--- src/rtl/gcd_pkg.sv ---
// Shared types for the GCD control/datapath pair: FSM state encoding and
// mux select values seen on the control/status interface.
package gcd_pkg;

    typedef enum logic [2:0] {
        S_IDLE   = 3'd0,
        S_LOAD_A = 3'd1,
        S_LOAD_B = 3'd2,
        S_CALC   = 3'd3,
        S_DONE   = 3'd4,
        S_ERROR  = 3'd5
    } state_t;

    localparam logic SEL_A   = 1'b0;
    localparam logic SEL_B   = 1'b1;
    localparam logic SEL_EXT = 1'b0;
    localparam logic SEL_SUB = 1'b1;

endpackage

--- src/rtl/gcd_ctrl.sv ---
// Control unit for the subtract-and-compare GCD datapath: loads two operands
// serially, then subtracts the smaller from the larger until both are equal.
module gcd_ctrl
    import gcd_pkg::*;
#(
    parameter int          CNT_W    = 16,
    parameter int unsigned MAX_ITER = 16'hFFFF
) (
    input  logic             clk,
    input  logic             rst_n,
    input  logic             start,
    input  logic             lt,
    input  logic             gt,
    input  logic             eq,
    input  logic             a_zero,
    input  logic             b_zero,
    output logic             ld_a,
    output logic             ld_b,
    output logic             sel1,
    output logic             sel2,
    output logic             sel_in,
    output logic             busy,
    output logic             done,
    output logic             err,
    output logic [CNT_W-1:0] iter_cnt
);

    localparam logic [CNT_W-1:0] MAX_CNT = CNT_W'(MAX_ITER);

    state_t state;
    state_t next_state;
    logic   cnt_inc;
    logic   flags_ok;

    assign flags_ok = $onehot({lt, gt, eq});

    // Load/select decode: plain state decode in LOAD_*, flag-driven in CALC.
    always_comb begin
        next_state = state;
        cnt_inc    = 1'b0;
        ld_a       = 1'b0;
        ld_b       = 1'b0;
        sel1       = SEL_A;
        sel2       = SEL_A;
        sel_in     = SEL_EXT;
        case (state)
            S_IDLE: begin
                if (start) next_state = S_LOAD_A;
            end
            S_LOAD_A: begin
                ld_a       = 1'b1;
                sel_in     = SEL_EXT;
                next_state = S_LOAD_B;
            end
            S_LOAD_B: begin
                ld_b       = 1'b1;
                sel_in     = SEL_EXT;
                next_state = S_CALC;
            end
            S_CALC: begin
                if (a_zero || b_zero) begin
                    next_state = S_ERROR;
                end else if (!flags_ok) begin
                    next_state = S_ERROR;
                end else if (iter_cnt == MAX_CNT) begin
                    next_state = S_ERROR;
                end else if (eq) begin
                    next_state = S_DONE;
                end else if (gt) begin
                    ld_a    = 1'b1;
                    sel1    = SEL_A;
                    sel2    = SEL_B;
                    sel_in  = SEL_SUB;
                    cnt_inc = 1'b1;
                end else begin
                    ld_b    = 1'b1;
                    sel1    = SEL_B;
                    sel2    = SEL_A;
                    sel_in  = SEL_SUB;
                    cnt_inc = 1'b1;
                end
            end
            S_DONE:  next_state = S_IDLE;
            S_ERROR: next_state = S_IDLE;
            default: next_state = S_IDLE;
        endcase
    end

    // Status outputs are registered from the next state so they match the
    // state they describe without any path from start.
    always_ff @(posedge clk or negedge rst_n) begin
        if (!rst_n) begin
            state    <= S_IDLE;
            iter_cnt <= '0;
            busy     <= 1'b0;
            done     <= 1'b0;
            err      <= 1'b0;
        end else begin
            state <= next_state;
            busy  <= (next_state != S_IDLE);
            done  <= (next_state == S_DONE) || (next_state == S_ERROR);
            err   <= (next_state == S_ERROR);
            if (state == S_IDLE && start) begin
                iter_cnt <= '0;
            end else if (cnt_inc && iter_cnt != '1) begin
                iter_cnt <= iter_cnt + 1'b1;
            end
        end
    end

endmodule

--- config.mk ---
export PLATFORM = sky130hd
export DESIGN_NAME = gcd_ctrl
export DESIGN_NICKNAME = d
export VERILOG_FILES = /design/src/rtl/gcd_pkg.sv /design/src/rtl/gcd_ctrl.sv
export SDC_FILE = /design/constraint.sdc
export NUM_CORES = 1
export LEC_CHECK = 0
export BUFFER_PORTS_ARGS = -buffer_cell sky130_fd_sc_hd__clkbuf_2
export CORE_MARGIN = 4
export CORE_UTILIZATION = 50
export DETAILED_ROUTE_END_ITERATION = 6
export HOLD_SLACK_MARGIN = 0.12
export PLACE_DENSITY = 0.76
export SLEW_MARGIN = 20
export SYNTH_ARGS = -nofsm -noshare
export SYNTH_HDL_FRONTEND = slang
export SYNTH_SLANG_ARGS = --single-unit
--- constraint.sdc ---
create_clock -name clk -period 4.7 [get_ports clk]
set_input_delay 0.705 -clock clk [delete_from_list [all_inputs] [get_ports clk]]
set_output_delay 0.705 -clock clk [all_outputs]
set_load 0.1 [all_outputs]
; ---- Word-level counts from Yosys, hierarchy flattened
; Index checks and enable logic that the tools add are counted.
[classes]
n_addsub = 3
mul = 0
n_div = 0
order_cmp = 0
eq_ne = 8
shifts = 0
mux = 27
bitwise = 0
reduce_logical = 7
[ops]
columns = cell, count
row1 = 16-bit 2-to-1 mux, 2
row2 = 1-bit 2-to-1 mux, 17
row3 = "16-bit by 1-bit adder with 16-bit output, second input constant", 1
row4 = "16-bit == test, second input constant", 1
row5 = "16-bit != test, second input constant", 1
row6 = 3-bit 2-to-1 mux, 5
row7 = 3-bit one-hot mux with 4 select lines, 1
row8 = "3-bit by 2-bit == test with 1-bit output, second input constant", 2
row9 = "3-bit == test, second input constant", 2
row10 = 1-bit one-hot mux with 2 select lines, 2
row11 = "3-bit by 1-bit == test with 1-bit output, second input constant", 1
row12 = 3-bit zero test, 1
row13 = 3-bit nonzero test, 1
row14 = 1-bit by 1-bit adder with 2-bit output, 1
row15 = 2-bit by 1-bit adder with 2-bit output, 1
row16 = "2-bit by 1-bit == test with 1-bit output, second input constant", 1
row17 = 1-bit logical AND, 2
row18 = 1-bit logical OR, 2
row19 = 2-bit nonzero test, 1
[word_totals]
register_bits = 22
latchBits = 0
ram_bits = 0
romBits = 0
in_bits = 8
output_inout_bits = 24
wordCells = 50
n_memories = 0

; ---- Logic depth before layout (Yosys ltp)
; Gate-level depths: netlist of run 1.
[depth]
word_depth = 9
mapped_depth = 7
depth_no_buf = 6

; ---- Worst setup path before layout of run 1
; No wires, ideal clock.
[synth_path]
path_kind = input to output
startpoint = input port gt
endpoint = output port ld_a
t_arrival_ps = 3607
required_time_ps = 3995
setup_slack_ps = 388
cell_stages = 6
n_path_buf = 0
cell_sequence = inv_1 > fa_1 > or4b_4 > nor2_1 > nand3_1 > a21oi_1
[synth_via]
elab_chain_len = 6
word_cells_on_any_way = 9
classes_between = add/sub (2) / eq/ne (1) / mux (6)
[synth_rtl]
columns = element, line
row1 = "start, declared", gcd_ctrl.sv:13  ; input logic gt,
row2 = 1-bit by 1-bit adder with 2-bit output (implied by the code) / 1-bit 2-to-1 mux (equally long branches), "gcd_ctrl.sv:35, gcd_ctrl.sv:69"
row3 = 2-bit by 1-bit adder with 2-bit output (implied by the code) / 1-bit 2-to-1 mux (equally long branches), "gcd_ctrl.sv:35, gcd_ctrl.sv:67"
row4 = 2-bit by 1-bit == test with 1-bit output / 1-bit 2-to-1 mux (equally long branches), "gcd_ctrl.sv:35, gcd_ctrl.sv:65"
row5 = 1-bit 2-to-1 mux *, gcd_ctrl.sv:63  ; end else if (!flags_ok) begin
row6 = 1-bit 2-to-1 mux *, gcd_ctrl.sv:61  ; if (a_zero || b_zero) begin
row7 = 1-bit one-hot mux with 2 select lines *, gcd_ctrl.sv:46  ; case (state)
row8 = "end, declared", gcd_ctrl.sv:17  ; output logic ld_a,
; Mark *: on every way between the ends. The rest lies on a longest branch, timed or not.

; ---- Worst setup path after layout of run 1
[layout_path]
startpoint = input port gt
endpoint = output port ld_b
[layout_via]
elab_chain_len = 6
word_cells_on_any_way = 9
classes_between = add/sub (2) / eq/ne (1) / mux (6)
[layout_rtl]
columns = element, line
row1 = 1-bit by 1-bit adder with 2-bit output (implied by the code) / 1-bit 2-to-1 mux (equally long branches), "gcd_ctrl.sv:35, gcd_ctrl.sv:69"
row2 = 2-bit by 1-bit adder with 2-bit output (implied by the code) / 1-bit 2-to-1 mux (equally long branches), "gcd_ctrl.sv:35, gcd_ctrl.sv:67"
row3 = 2-bit by 1-bit == test with 1-bit output / 1-bit 2-to-1 mux (equally long branches), "gcd_ctrl.sv:35, gcd_ctrl.sv:65"
row4 = 1-bit 2-to-1 mux *, gcd_ctrl.sv:63
row5 = 1-bit 2-to-1 mux *, gcd_ctrl.sv:61
row6 = 1-bit one-hot mux with 2 select lines *, gcd_ctrl.sv:46
row7 = "end, declared", gcd_ctrl.sv:18  ; output logic ld_b,
; Marks and branches as above.

==> results of run 1 <==
[kinds of logic after synthesis]
logic type	after synthesis	share of synthesized area
compound gates	27	0.127
fa+ha+maj	2	0.0252
buf+inv	13	0.0388
simple gates	74	0.336
flops	22	0.427
mux	6	0.0466
[layout make-up]
| cell class | instances | area, µm² |
|---|---|---|
| Fill cell | 236 | 972 |
| Multi-Input combinational cell | 109 | 702 |
| Sequential cell | 22 | 551 |
| Timing Repair Buffer | 33 | 170 |
| Tap cell | 30 | 37.5 |
| Clock buffer | 3 | 22.5 |
| Inverter | 6 | 22.5 |
[flip-flops by register name, indices dropped and copies added, names as in the netlist]
register and flops:
busy 1, done 1, err 1, iter_cnt 16
state 3
[worst max-delay path by stage]
stage                     from    to  slack, ns  cells after the start
after global routing        gt  ld_a       0.86                      8
after global placement      gt  ld_b       1.07                      8
final                       gt  ld_b       0.99                      8
after detailed placement    gt  ld_b       1.01                      8
after CTS                   gt  ld_b       1.00                      8
after floorplan             gt  ld_a       0.39                      6
[layer usage]
metal / global-route usage / routed length, µm / vias up
met5: 0 / 0 / -
met4: 0.0971 / 72 / 0
met3: 0.0197 / 169 / 7
met2: 0.317 / 1500 / 42
met1: 0.264 / 1430 / 618
li1: - / - / 604
[synth_stat cells, drive strengths merged, types with 3 or more instances]
| library cell | number | area (µm²) |
|---|---|---|
| mux2i | 6 | 60.1 |
| a21oi | 14 | 70.1 |
| o31ai | 4 | 30.0 |
| or4 | 5 | 37.5 |
| o41ai | 3 | 26.3 |
| or2 | 7 | 43.8 |
| or3 | 3 | 18.8 |
| nand4 | 8 | 50.1 |
| o21ai | 4 | 20.0 |
| nor4 | 3 | 18.8 |
| nand2 | 13 | 48.8 |
| nor3 | 4 | 20.0 |
| dfrtp | 22 | 551 |
| clkbuf | 6 | 22.5 |
| inv | 6 | 22.5 |
| nand3 | 10 | 50.1 |
| nor4b | 3 | 26.3 |
| nor2 | 7 | 26.3 |
[through the flow]
step / setup WS (ns) / total power, mW / std cells / area (µm²)
floorplan: 0.388 / 0.512 / 144 / 1290
global placement: 1.07 / 0.568 / 200 / 1480
detailed placement: 1.01 / 0.575 / 200 / 1480
CTS: 1.00 / 0.661 / 203 / 1510
global route: 0.861 / 0.689 / 203 / 1510
finish: 0.990 / 0.658 / 203 / 1510
[where the power goes]
part | total (mW) | internal (mW) | switching, mW
Clock | 0.0864 | 0.0300 | 0.0565
Combinational | 0.316 | 0.0680 | 0.248
Sequential | 0.256 | 0.216 | 0.0402
[critical path, cell delays in order]
cell and delay [ns]:
clkbuf_2 0.10, inv_1 0.12, fa_1 0.46, or4b_4 0.59
nor2_1 0.27, nand3_1 0.12, a21oi_1 0.16, clkbuf_2 0.47
==> impl_metrics.env, run 1 <==
export IMPL_status="complete, no violations"
export IMPL_synthCells=144
export IMPL_synth_distinct_cells=31
export IMPL_yosysWarnings=0
export IMPL_hold_class="in2async"
export IMPL_tritoncts="done"
export IMPL_grt_overflow=0
export IMPL_power_density_nw_per_um2=437
export IMPL_wirelength_um=3180
export IMPL_diodes=0
export IMPL_die_area_um2=3460
export IMPL_tightest_slew_ns=0.692
export IMPL_seq_area_frac_synth=0.427
export IMPL_drive_gt1_frac=0.266
export IMPL_viasPerCell=6.26
export IMPL_crit_arrival_ns=3.01
export IMPL_grt_start_max_net_pins=23
export IMPL_fmax_mhz=270
export IMPL_drc=0
export IMPL_r2r_end="iter_cnt[12]"
export IMPL_drv_slew=0
export IMPL_fin_tns_setup_ns=0
export IMPL_leakage_nw=0.699
export IMPL_place_gp_congestion=0.790
export IMPL_slew_headroom=0.532
export IMPL_routedWlPerCell_um=15.7
export IMPL_ant_nets=0
export IMPL_worstSetupPathType="in2out"
export IMPL_clk_path_buf_depth=2
export IMPL_r2r_cells=5
export IMPL_syn2layout_area_growth_pct=16.7
export IMPL_period_share=0.789
export IMPL_worstPathRequired_ns=3.99
export IMPL_core_um2=2480
export IMPL_dr_first_iter_drc_count=60
export IMPL_synth_edff_count=0
export IMPL_first_global_vias=1164
export IMPL_synthArstFlopShare=1.00
export IMPL_crit_fanout=5
export IMPL_endpoint_kind="primary output"
export IMPL_syn_nets=154
export IMPL_fin_nets=185
export IMPL_fp_row_count=18
export IMPL_netlist_area_um2=1290
export IMPL_htree_levels=1
export IMPL_postCtsSetupBuffers=0
export IMPL_cts_hold_buffers=0
export IMPL_routed_via_count=1271
export IMPL_final_common_cell="clkbuf_2"
export IMPL_fin_util=0.608
export IMPL_reg2reg_from="iter_cnt[0]"
export IMPL_period_needed_ns=3.71
export IMPL_io_pins=32
export IMPL_hold_viol_final=0
export IMPL_numCtsBuffers=3
export IMPL_hold_ws_ns=0.347
export IMPL_firstDrtPassIters=4
export IMPL_crit_path_start_kind="primary input"
export IMPL_grt_antenna_before_repair=0
export IMPL_cts_sinks=22
export IMPL_ys_ff_latch=22
export IMPL_hpwl_um=2300
export IMPL_cts_resized=0
export IMPL_mostFrequentLayoutCells="31 x clkbuf_2, 22 x dfrtp_1, 14 x a21oi_1"
export IMPL_setup_violations=0
export IMPL_clkLatencyLatePin_ns=0.31
export IMPL_grt_use_total=0.197
export IMPL_port_buffers=31
export IMPL_skew_ns=0.00586
export IMPL_fp_dieH_um=58.8
export IMPL_start_util=0.521
export IMPL_syn_avg_cell_area_um2=8.96
export IMPL_grt_pass1_wl_um=5290
export IMPL_synthFlopType="dfrtp_1"
export IMPL_r2r_setup_slack_ns=2.55
export IMPL_path_clk_slew_ns=0.12
export IMPL_irDropWorstVdd_mv=0.328
export IMPL_die_w_um=58.8
export IMPL_drv_cap=0
export IMPL_cts_root_buffer="clkbuf_4"
export IMPL_grt_setup_unrepaired="no"
Note: power is estimated with default switching activity, not from simulation.
==> run 2: changes to the inputs <==
==> constraint.sdc (replaced) <==
create_clock -name clk -period 3.6 [get_ports clk]
set_input_delay 0.54 -clock clk [delete_from_list [all_inputs] [get_ports clk]]
set_output_delay 0.54 -clock clk [all_outputs]
set_load 0.1 [all_outputs]
==> impl_metrics.env, run 2 (synthesized netlist as in run 1, its figures left out) <==
export IMPL_status="complete, no violations"
export IMPL_cts_root_buffer="clkbuf_4"
export IMPL_tritoncts="done"
export IMPL_crit_fanout=5
export IMPL_io_pins=32
export IMPL_critPathLaunch="gt"
export IMPL_power_density_nw_per_um2=631
export IMPL_fin_nets=185
export IMPL_start_util=0.521
export IMPL_numCtsBuffers=3
export IMPL_drv_slew=0
export IMPL_grt_pass1_wl_um=5620
export IMPL_fp_row_count=18
export IMPL_clk_path_buf_depth=2
export IMPL_worstPathRequired_ns=3.06
export IMPL_crit_path_start_kind="primary input"
export IMPL_skew_ns=0.00398
export IMPL_htree_levels=1
export IMPL_die_w_um=58.8
export IMPL_period_needed_ns=3.20
export IMPL_drv_cap=0
export IMPL_wirelength_um=3320
export IMPL_drc=0
export IMPL_postCtsSetupBuffers=0
export IMPL_tightest_slew_ns=0.713
export IMPL_fmax_mhz=313
export IMPL_grt_start_max_net_pins=23
export IMPL_drive_gt1_frac=0.282
export IMPL_dpl_cell_area_um2=1530
export IMPL_hpwl_um=2370
export IMPL_final_common_cell="clkbuf_2"
export IMPL_cts_sinks=22
export IMPL_largest_reg_flops=16
export IMPL_die_area_um2=3460
export IMPL_mostFrequentLayoutCells="27 x clkbuf_2, 22 x dfrtp_1, 13 x nand2_1"
export IMPL_reg_largest_list="iter_cnt: 16 flops, state: 3 flops"
export IMPL_path_clk_slew_ns=0.13
export IMPL_grt_use_total=0.209
export IMPL_hold_viol_final=0
export IMPL_postLayoutCellArea_um2=1580
export IMPL_fin_tns_setup_ns=0
export IMPL_syn2layout_area_growth_pct=22.3
export IMPL_firstDrtPassIters=5
export IMPL_routed_via_count=1308
export IMPL_cts_hold_buffers=0
export IMPL_grt_overflow=0
export IMPL_first_global_vias=1248
export IMPL_dr_first_iter_drc_count=82
export IMPL_reg2reg_from="iter_cnt[0]"
export IMPL_routedWlPerCell_um=16.3
export IMPL_crit_arrival_ns=2.66
export IMPL_port_buffers=31
export IMPL_cts_resized=0
export IMPL_ant_nets=0
export IMPL_core_um2=2480
export IMPL_leakage_nw=0.724
export IMPL_worstSetupPathType="in2out"
export IMPL_fin_util=0.637
export IMPL_hold_class="in2async"
export IMPL_clkLatencyLatePin_ns=0.32
export IMPL_setup_ws_ns=0.402
export IMPL_dp_slack_ns=0.395
export IMPL_top_register="iter_cnt"
export IMPL_endpoint_kind="primary output"
export IMPL_diodes=0
export IMPL_grt_setup_unrepaired="no"
export IMPL_finalPower_mw=0.996
export IMPL_grt_antenna_before_repair=0
export IMPL_setup_violations=0
export IMPL_n_fill_cell=208
export IMPL_place_gp_congestion=0.805
export IMPL_viasPerCell=6.41
export IMPL_slew_headroom=0.521
export IMPL_irDropWorstVdd_mv=0.665
export IMPL_period_share=0.888
export IMPL_fp_dieH_um=58.8
run 2: cell count changes in the layout (fill, tap and decap cells not counted), sizes merged:
cell / previous run / this run
clkbuf: 34 / 30
buf: 2 / 6
bufinv: 0 / 1
run 2: worst paths after layout:
path / cells after the start / slack [ns] / end
worst max-delay path: 8 / 0.40 / sel_in
max in group asynchronous: 1 / 3.05 / iter_cnt[0]
worst min register to register: 2 / 0.60 / iter_cnt[15]
worst min-delay path: 1 / 0.18 / iter_cnt[7]
min in group clk: 3 / 0.48 / busy
worst max register to register: 6 / 1.41 / iter_cnt[14]
run 2: stage by stage:
stage,hold slack (ns),std cells
2_1_floorplan,0.244,144
6_report,0.182,204
5_1_grt,0.216,204
4_1_cts,0.199,204
3_5_place_dp,0.557,200
3_3_place_gp,0.549,200
run 2: cell type report:
cell class | count | area [µm²] | area share
timing repair buffer | 33 | 205 | 0.130
clock buffer | 3 | 22.5 | 0.0143
sequential | 22 | 551 | 0.349
inverter | 6 | 22.5 | 0.0143
tap | 30 | 37.5 | 0.0238
multi-input combinational | 109 | 709 | 0.450
clock inverter | 1 | 30.0 | 0.0190
run 2: power by group:
group	total [mW]	switching, mW	internal [mW]
logic	0.465	0.335	0.130
clock network	0.196	0.0837	0.113
registers	0.335	0.0532	0.282
run 2: metal layers:
metal | wire [µm] | global-route usage | up-vias
li1 | - | - | 604
met1 | 1370 | 0.263 | 632
met2 | 1660 | 0.349 | 60
met3 | 226 | 0.0307 | 12
met4 | 58 | 0.107 | 0
met5 | 0 | 0 | -
run 2: critical path: stages:
cell	delay, ns
clkbuf_2	0.10
inv_1	0.07
fa_1	0.48
or4b_4	0.58
nor2_1	0.19
o41ai_1	0.16
inv_1	0.08
clkbuf_2	0.45
